==> config.mk <==
export PLATFORM = sky130hd
export DESIGN_NAME = bus_sequencer
export DESIGN_NICKNAME = d
export VERILOG_FILES = /design/src/rtl/bus_sequencer.sv
export SDC_FILE = /design/constraint.sdc
export NUM_CORES = 1
export LEC_CHECK = 0
export CAP_MARGIN = 15
export CORE_MARGIN = 1
export CORE_UTILIZATION = 30
export CTS_CLUSTER_SIZE = 10
export DETAILED_ROUTE_END_ITERATION = 7
export DONT_BUFFER_PORTS = 1
export HOLD_SLACK_MARGIN = 0.08
export PLACE_DENSITY = 0.51
export SYNTH_ARGS = -nofsm -noshare
export SYNTH_HDL_FRONTEND = slang
export SYNTH_SLANG_ARGS = --single-unit
==> constraint.sdc <==
create_clock -name clock -period 3.8 [get_ports clock]
set_clock_uncertainty 0.2 [all_clocks]
set_input_delay 0.57 -clock clock [delete_from_list [all_inputs] [get_ports clock]]
set_output_delay 0.57 -clock clock [all_outputs]
set_load 0.02 [all_outputs]
==> src/rtl/bus_sequencer.sv <==
// Purpose: nibble-serial bus cycle sequencer (A1-A3 address, M1-M2 opcode fetch, X1-X3 execute).
// Latency: one state per clock; opr/opa/x_data update on the edge leaving M1, the last M2/WAIT, and X2.
// Backpressure: hold sampled only in X3/IDLE parks the sequencer in IDLE; other states ignore it.
//
// Ports:
//   clock, reset (async active-low)         : timing and reset
//   pc[11:0]                                : fetch address, registered on entry to A1
//   hold, long_instr, cpu_drive, cpu_data   : stall request, two-word flag, CPU bus drive in X2/X3
//   data_in / data_out / data_oe            : shared 4-bit bus
//   sync, phase[2:0]                        : cycle-start marker and current phase number
//   opr, opa, x_data                        : latched opcode nibbles and X2 bus capture
//   instr_valid, word2_valid, pc_inc        : single-cycle strobes
//
// Build option: define BUS_SEQ_WAIT_STATE_EN to insert WAIT_STATES extra M2 cycles;
// without it WAIT does not exist and WAIT_STATES has no effect.
module bus_sequencer #(
  parameter int WAIT_STATES = 0
) (
  input  logic        clock,
  input  logic        reset,
  input  logic [11:0] pc,
  input  logic        hold,
  input  logic        long_instr,
  input  logic        cpu_drive,
  input  logic [3:0]  cpu_data,
  input  logic [3:0]  data_in,
  output logic [3:0]  data_out,
  output logic        data_oe,
  output logic        sync,
  output logic [2:0]  phase,
  output logic [3:0]  opr,
  output logic [3:0]  opa,
  output logic [3:0]  x_data,
  output logic        instr_valid,
  output logic        word2_valid,
  output logic        pc_inc
);

`ifdef BUS_SEQ_WAIT_STATE_EN
  typedef enum logic [3:0] {
    S_IDLE, S_A1, S_A2, S_A3, S_M1, S_M2, S_WAIT, S_X1, S_X2, S_X3
  } state_t;

  // Counter holds the number of WAIT cycles still to go after the current one.
  localparam logic [1:0] WAIT_CNT_INIT = 2'(WAIT_STATES - 1);
  logic [1:0] wait_cnt_q, wait_cnt_d;
`else
  typedef enum logic [3:0] {
    S_IDLE, S_A1, S_A2, S_A3, S_M1, S_M2, S_X1, S_X2, S_X3
  } state_t;
`endif

  state_t      state_q, state_d;
  logic [11:0] pc_q, pc_d;
  logic [3:0]  opr_q, opr_d;
  logic [3:0]  opa_q, opa_d;
  logic [3:0]  x_data_q, x_data_d;
  logic        second_q, second_d;

  always_ff @(posedge clock or negedge reset) begin
    if (!reset) begin
      state_q  <= S_IDLE;
      pc_q     <= '0;
      opr_q    <= '0;
      opa_q    <= '0;
      x_data_q <= '0;
      second_q <= 1'b0;
`ifdef BUS_SEQ_WAIT_STATE_EN
      wait_cnt_q <= '0;
`endif
    end else begin
      state_q  <= state_d;
      pc_q     <= pc_d;
      opr_q    <= opr_d;
      opa_q    <= opa_d;
      x_data_q <= x_data_d;
      second_q <= second_d;
`ifdef BUS_SEQ_WAIT_STATE_EN
      wait_cnt_q <= wait_cnt_d;
`endif
    end
  end

  // Next-state and capture logic
  always_comb begin
    state_d  = state_q;
    pc_d     = pc_q;
    opr_d    = opr_q;
    opa_d    = opa_q;
    x_data_d = x_data_q;
    second_d = second_q;
`ifdef BUS_SEQ_WAIT_STATE_EN
    wait_cnt_d = wait_cnt_q;
`endif
    case (state_q)
      S_IDLE, S_X3: begin
        if (hold) begin
          state_d = S_IDLE;
        end else begin
          state_d = S_A1;
          pc_d    = pc;
        end
      end
      S_A1: state_d = S_A2;
      S_A2: state_d = S_A3;
      S_A3: state_d = S_M1;
      S_M1: begin
        state_d = S_M2;
        opr_d   = data_in;
      end
      S_M2: begin
`ifdef BUS_SEQ_WAIT_STATE_EN
        if (WAIT_STATES > 0) begin
          state_d    = S_WAIT;
          wait_cnt_d = WAIT_CNT_INIT;
        end else begin
          state_d = S_X1;
          opa_d   = data_in;
        end
`else
        state_d = S_X1;
        opa_d   = data_in;
`endif
      end
`ifdef BUS_SEQ_WAIT_STATE_EN
      S_WAIT: begin
        if (wait_cnt_q == 2'd0) begin
          state_d = S_X1;
          opa_d   = data_in;
        end else begin
          wait_cnt_d = wait_cnt_q - 2'd1;
        end
      end
`endif
      S_X1: begin
        state_d = S_X2;
        // A second-word fetch always clears the flag; long_instr only matters on a first word.
        second_d = second_q ? 1'b0 : long_instr;
      end
      S_X2: begin
        state_d = S_X3;
        if (!cpu_drive) x_data_d = data_in;
      end
      default: state_d = S_IDLE;
    endcase
  end

  // Outputs decode from the state register only, so reset clears them without a clock.
  always_comb begin
    data_out    = 4'h0;
    data_oe     = 1'b0;
    sync        = 1'b0;
    phase       = 3'd7;
    instr_valid = 1'b0;
    word2_valid = 1'b0;
    pc_inc      = 1'b0;
    case (state_q)
      S_A1: begin phase = 3'd0; data_oe = 1'b1; data_out = pc_q[3:0]; end
      S_A2: begin phase = 3'd1; data_oe = 1'b1; data_out = pc_q[7:4]; end
      S_A3: begin phase = 3'd2; data_oe = 1'b1; data_out = pc_q[11:8]; pc_inc = 1'b1; end
      S_M1: phase = 3'd3;
      S_M2: phase = 3'd4;
`ifdef BUS_SEQ_WAIT_STATE_EN
      S_WAIT: phase = 3'd4;
`endif
      S_X1: begin
        phase       = 3'd5;
        instr_valid = ~second_q;
        word2_valid = second_q;
      end
      S_X2: begin phase = 3'd6; data_oe = cpu_drive; data_out = cpu_data; end
      S_X3: begin phase = 3'd7; data_oe = cpu_drive; data_out = cpu_data; sync = 1'b1; end
      default: begin phase = 3'd7; sync = 1'b1; end
    endcase
  end

  assign opr    = opr_q;
  assign opa    = opa_q;
  assign x_data = x_data_q;

endmodule

* Yosys cells after proc, flatten, opt, wreduce, memory -nomap -nowiden
Cells that the tools add are included.
** Cells by class
- Equality and inequality tests :: 8
- Mux-type cells :: 10
- Bitwise logic cells :: 3
- Reduce and logical (&&, ||, !) cells :: 7
** Operator list (number)
- 4-bit one-hot mux with 8 select lines :: 1
- 3-bit one-hot mux with 7 select lines :: 1
- 4-bit by 3-bit == test with 1-bit output (second input constant) :: 4
- 4-bit one-hot mux with 4 select lines :: 1
- 4-bit by 2-bit == test with 1-bit output (second input constant) :: 2
- 7-bit OR reduction :: 1
- 1-bit two-way mux :: 6
- 4-bit by 1-bit == test with 1-bit output (second input constant) :: 1
- 4-bit == test (second input constant) :: 1
- 4-bit logical NOT :: 1
- 2-bit AND reduction :: 2
- 2-bit OR reduction :: 2
- 1-bit NOT :: 3
- 3-bit OR reduction :: 1
- 1-bit one-hot mux with 2 select lines :: 1
** Word-level totals
- Register bits after elaboration :: 29
- Bits of input ports :: 25
- Output and inout bits :: 24

* Logic depth before layout (Yosys ltp)
- Word-level depth :: 3
- Depth in mapped cells :: 4

* Least setup slack after synthesis
Ideal clock, no wire load.
- Path kind :: reg-to-output
- From :: register state_q[2]
- To :: output port data_out[3]
- Arrival :: 1.410 ns
- Setup slack :: 1.620 ns
- Cell stages (with the launch flop) :: 5
- Buffers on the path :: 1
- Path through :: dfrtp_1 buf_6 or4b_4 o21ai_4 a221o_1
** On the way
- Word-level cells in the longest chain between the ends :: 3
** Ends and longest elaborated chain
- from (decl) :: RTL line 53 : state_t state_q, state_d;
- from (signal assigned) :: RTL line 72 : state_q <= state_d;
- 4-bit by 3-bit == test with 1-bit output or 4-bit == test (tied branches) :: RTL line 157 : case (state_q)
- 2-bit OR reduction (no source line)
- 4-bit one-hot mux with 4 select lines * :: RTL line 157
- to (decl) :: RTL line 27 : output logic [3:0] data_out,
Every way passes the cells marked *; elsewhere a longest branch is shown, timed or not.

* Worst setup path after layout
- From :: register state_q[0]
- To :: output port data_out[1]
The elaborated chain is that of the path after synthesis.

==> results.py <==
metrics = {
    "clocking": {
        "cts_hold_buf": 2,
        "cts_tree": "done",
        "post_cts_buffers": 0,
        "numCtsBuffers": 5,
        "cts_resized": 0,
        "htree_levels": 2,
        "clk_latency_ns": 0.27,
        "cts-root-buf": "clkbuf_8",
        "clock_path_buffers": 2,
        "path_clk_slew_ns": 0.06,
        "clock-sinks": 29,
    },
    "grt": {
        "grt_pass1_wl_mm": 4.75,
        "grt_max_degree": 30,
        "use_met3_pct": 5.77,
        "groute.layer.met2.usage_pct": 21.1,
        "grt_overflow": 0,
        "grt_pass1_vias": 905,
        "antenna_found_initial": 0,
        "grt_util_all_layers_pct": 12.9,
        "grt_util_met1_pct": 14.0,
        "grt-busiest-layer": "met2",
    },
    "floorplan": {
        "die_y_um": 70.5,
        "die-area_sq_um": 4970,
        "core.rowCount": 24,
        "ioPinCount": 49,
        "initial_core_util_pct": 31.6,
        "die_w_um": 70.5,
        "core_sq_um": 4440,
    },
    "worst_setup_path": {
        "startpoint_type": "register",
        "crit_chain": "nand2b_1 -> nor3_1 -> a221o_1",
        "cp_data_arrival_time_ns": 1.94,
        "cp.required_ns": 3.03,
        "cp_slowest_cell": "dfrtp_1",
        "crit_path_max_incr_delay_ns": 0.71,
        "endpoint_kind": "output port",
        "crit_fanout": 15,
        "ff2ff_setup_slack_ns": 1.73,
        "crit_type": "register to output port",
    },
    "timing": {
        "post-route-min-period_ns": 2.71,
        "worstMarginPinSlew_ns": 0.730,
        "setup_viol": 0,
        "whs_ns": 0.215,
        "hold_viol": 0,
        "relSlewSlack_pct": 50.9,
        "fin_setup_tns_ns": 0,
        "rsz0062_at_grt": "false",
        "slew_violations": 0,
        "fin_crit_sh_pct": 71.4,
        "fmax_mhz": 369,
    },
    "detailed_routing": {
        "viasPerCell": 5.11,
        "wl_mm": 2.82,
        "ant_nets": 0,
        "dr.pass1.iters": 6,
        "drt-wirelength-per-cell_um": 17.2,
        "route.vias.total": 838,
        "initialDrtViolationCount": 29,
        "drc_errors": 6,
    },
    "placement": {
        "portBuffers": 0,
        "placedInstanceArea_sq_um": 1430,
        "place_inst": 154,
        "finalWeightedCongestion": 0.735,
        "dpl.hpwl_mm": 2.15,
    },
    "power_and_ir_drop": {
        "p_leak_nw": 0.643,
        "p_total_mw": 1.49,
        "peakVddDrop_uv": 197,
        "powerDensity_nw_per_um2": 966,
    },
    "synth": {
        "syn_area_sq_um": 1410,
        "yosys_warnings": 0,
        "ys_seq_area_share_pct": 51.6,
        "syn_inst": 108,
        "synth.distinct_cells": 31,
        "synth_area_leaders": "dfrtp_1, mux2_1, a221o_1",
        "ys_async_sr_fraction_pct": 100,
        "ys_ff_latch": 29,
        "synth_flop_cell": "dfrtp_1",
        "netlist.area_leader.share_pct": 51.6,
        "synth_nets": 133,
        "synth_top_area_cell": "dfrtp_1",
        "synth-edff-count": 0,
        "syn_avg_cell_area_sq_um": 13.0,
    },
    "layout": {
        "final_cells": 164,
        "n_antenna_cell": 0,
        "drive_above_1_share_pct": 13.4,
        "design_area_sq_um": 1540,
        "fill_cells": 456,
        "nets": 136,
        "areaGrowthSynthToFinish_pct": 9.34,
    },
    "status": {
        "status": "finished, violations left",
        "violations": "DRC",
    },
    "run": {
        "drv_cap": 0,
    },
    "min_path": {
        "hold_path.class": "input port to register",
    },
}
synthesized netlist by cell type, types with 2 or more instances:
library cell  count
nor3_1            5
buf_2             2
mux2i_1           4
nor3_4            2
mux2_1           25
inv_1             2
dfrtp_1          29
nor2_1            8
buf_6             2
nand2b_1          5
a221o_1           4
layout by cell type, fill, tap and decap left out, types with 2 or more instances in the layout:
| cell | synthesis | layout |
|---|---|---|
| a221o_1 | 4 | 4 |
| clkbuf_1 | 1 | 3 |
| clkbuf_8 | 0 | 5 |
| dfrtp_1 | 29 | 29 |
| inv_1 | 2 | 2 |
| mux2_1 | 25 | 25 |
| mux2i_1 | 4 | 4 |
| nand2b_1 | 5 | 5 |
| nor2_1 | 8 | 8 |
| nor3_1 | 5 | 5 |
| nor3_4 | 2 | 2 |
power by group:
group	internal (mW)	total, mW	switching (mW)
sequential	0.464	0.699	0.234
clock	0.130	0.232	0.102
combinational	0.233	0.555	0.323
cell families (layout without fill, tap and decap cells):
group,count (synthesis),count (layout),share of synthesized area (%)
buffers and inverters,8,12,3.65
muxes,29,29,22.9
and+or+nand+nor,30,30,14.3
DFF,29,29,51.6
xor gates and xnor gates,1,1,0.623
AOI/OAI and AO/OA,11,11,6.94
cell type report:
class                           count  area [sq um]  area share, %
Multi-Input combinational cell     71           629           40.9
Timing Repair Buffer                2          30.0           1.95
Sequential cell                    29           726           47.2
Tap cell                           52          65.1           4.23
Clock buffer                        8          80.1           5.21
Inverter                            2          7.51          0.488
worst max-delay path: cells and delay by family (launching register included):
kind | cells | cell delay (ns)
AOI/OAI and AO/OA | 1 | 0.35
and+or+nand+nor | 2 | 0.61
DFF | 1 | 0.71
sequential cells by signal, summed over array words and instances, names as in the netlist:
| name | flops |
|---|---|
| second_q | 1 |
| opa | 4 |
| state_q | 4 |
| opr | 4 |
| pc_q | 12 |
| x_data | 4 |
metal layers:
metal	share of wire (%)	wire length (um)	vias up
met4	2.3	66	0
met2	51	1440	23
met5	0	0	-
met1	37	1050	419
met3	9.2	258	6
li1	-	-	390
metrics by stage:
step	worst slack, ns	utilization [%]
after global routing	0.883	34.6
after floorplan	1.62	-
final	1.09	34.6
after detailed placement	1.35	32.1
after global placement	1.39	32.1
after CTS	1.05	34.6
final timing paths:
path,startpoint,endpoint,cells after the start
setup / recovery,state_q[0],data_out[1],3
hold / removal,long_instr,second_q,1
setup reg to reg,state_q[3],second_q,3
hold reg to reg,pc_q[1],pc_q[1],1
max in group asynchronous,reset,second_q,2
min in group asynchronous,reset,pc_q[7],2
(Power assumes the default switching activity.)
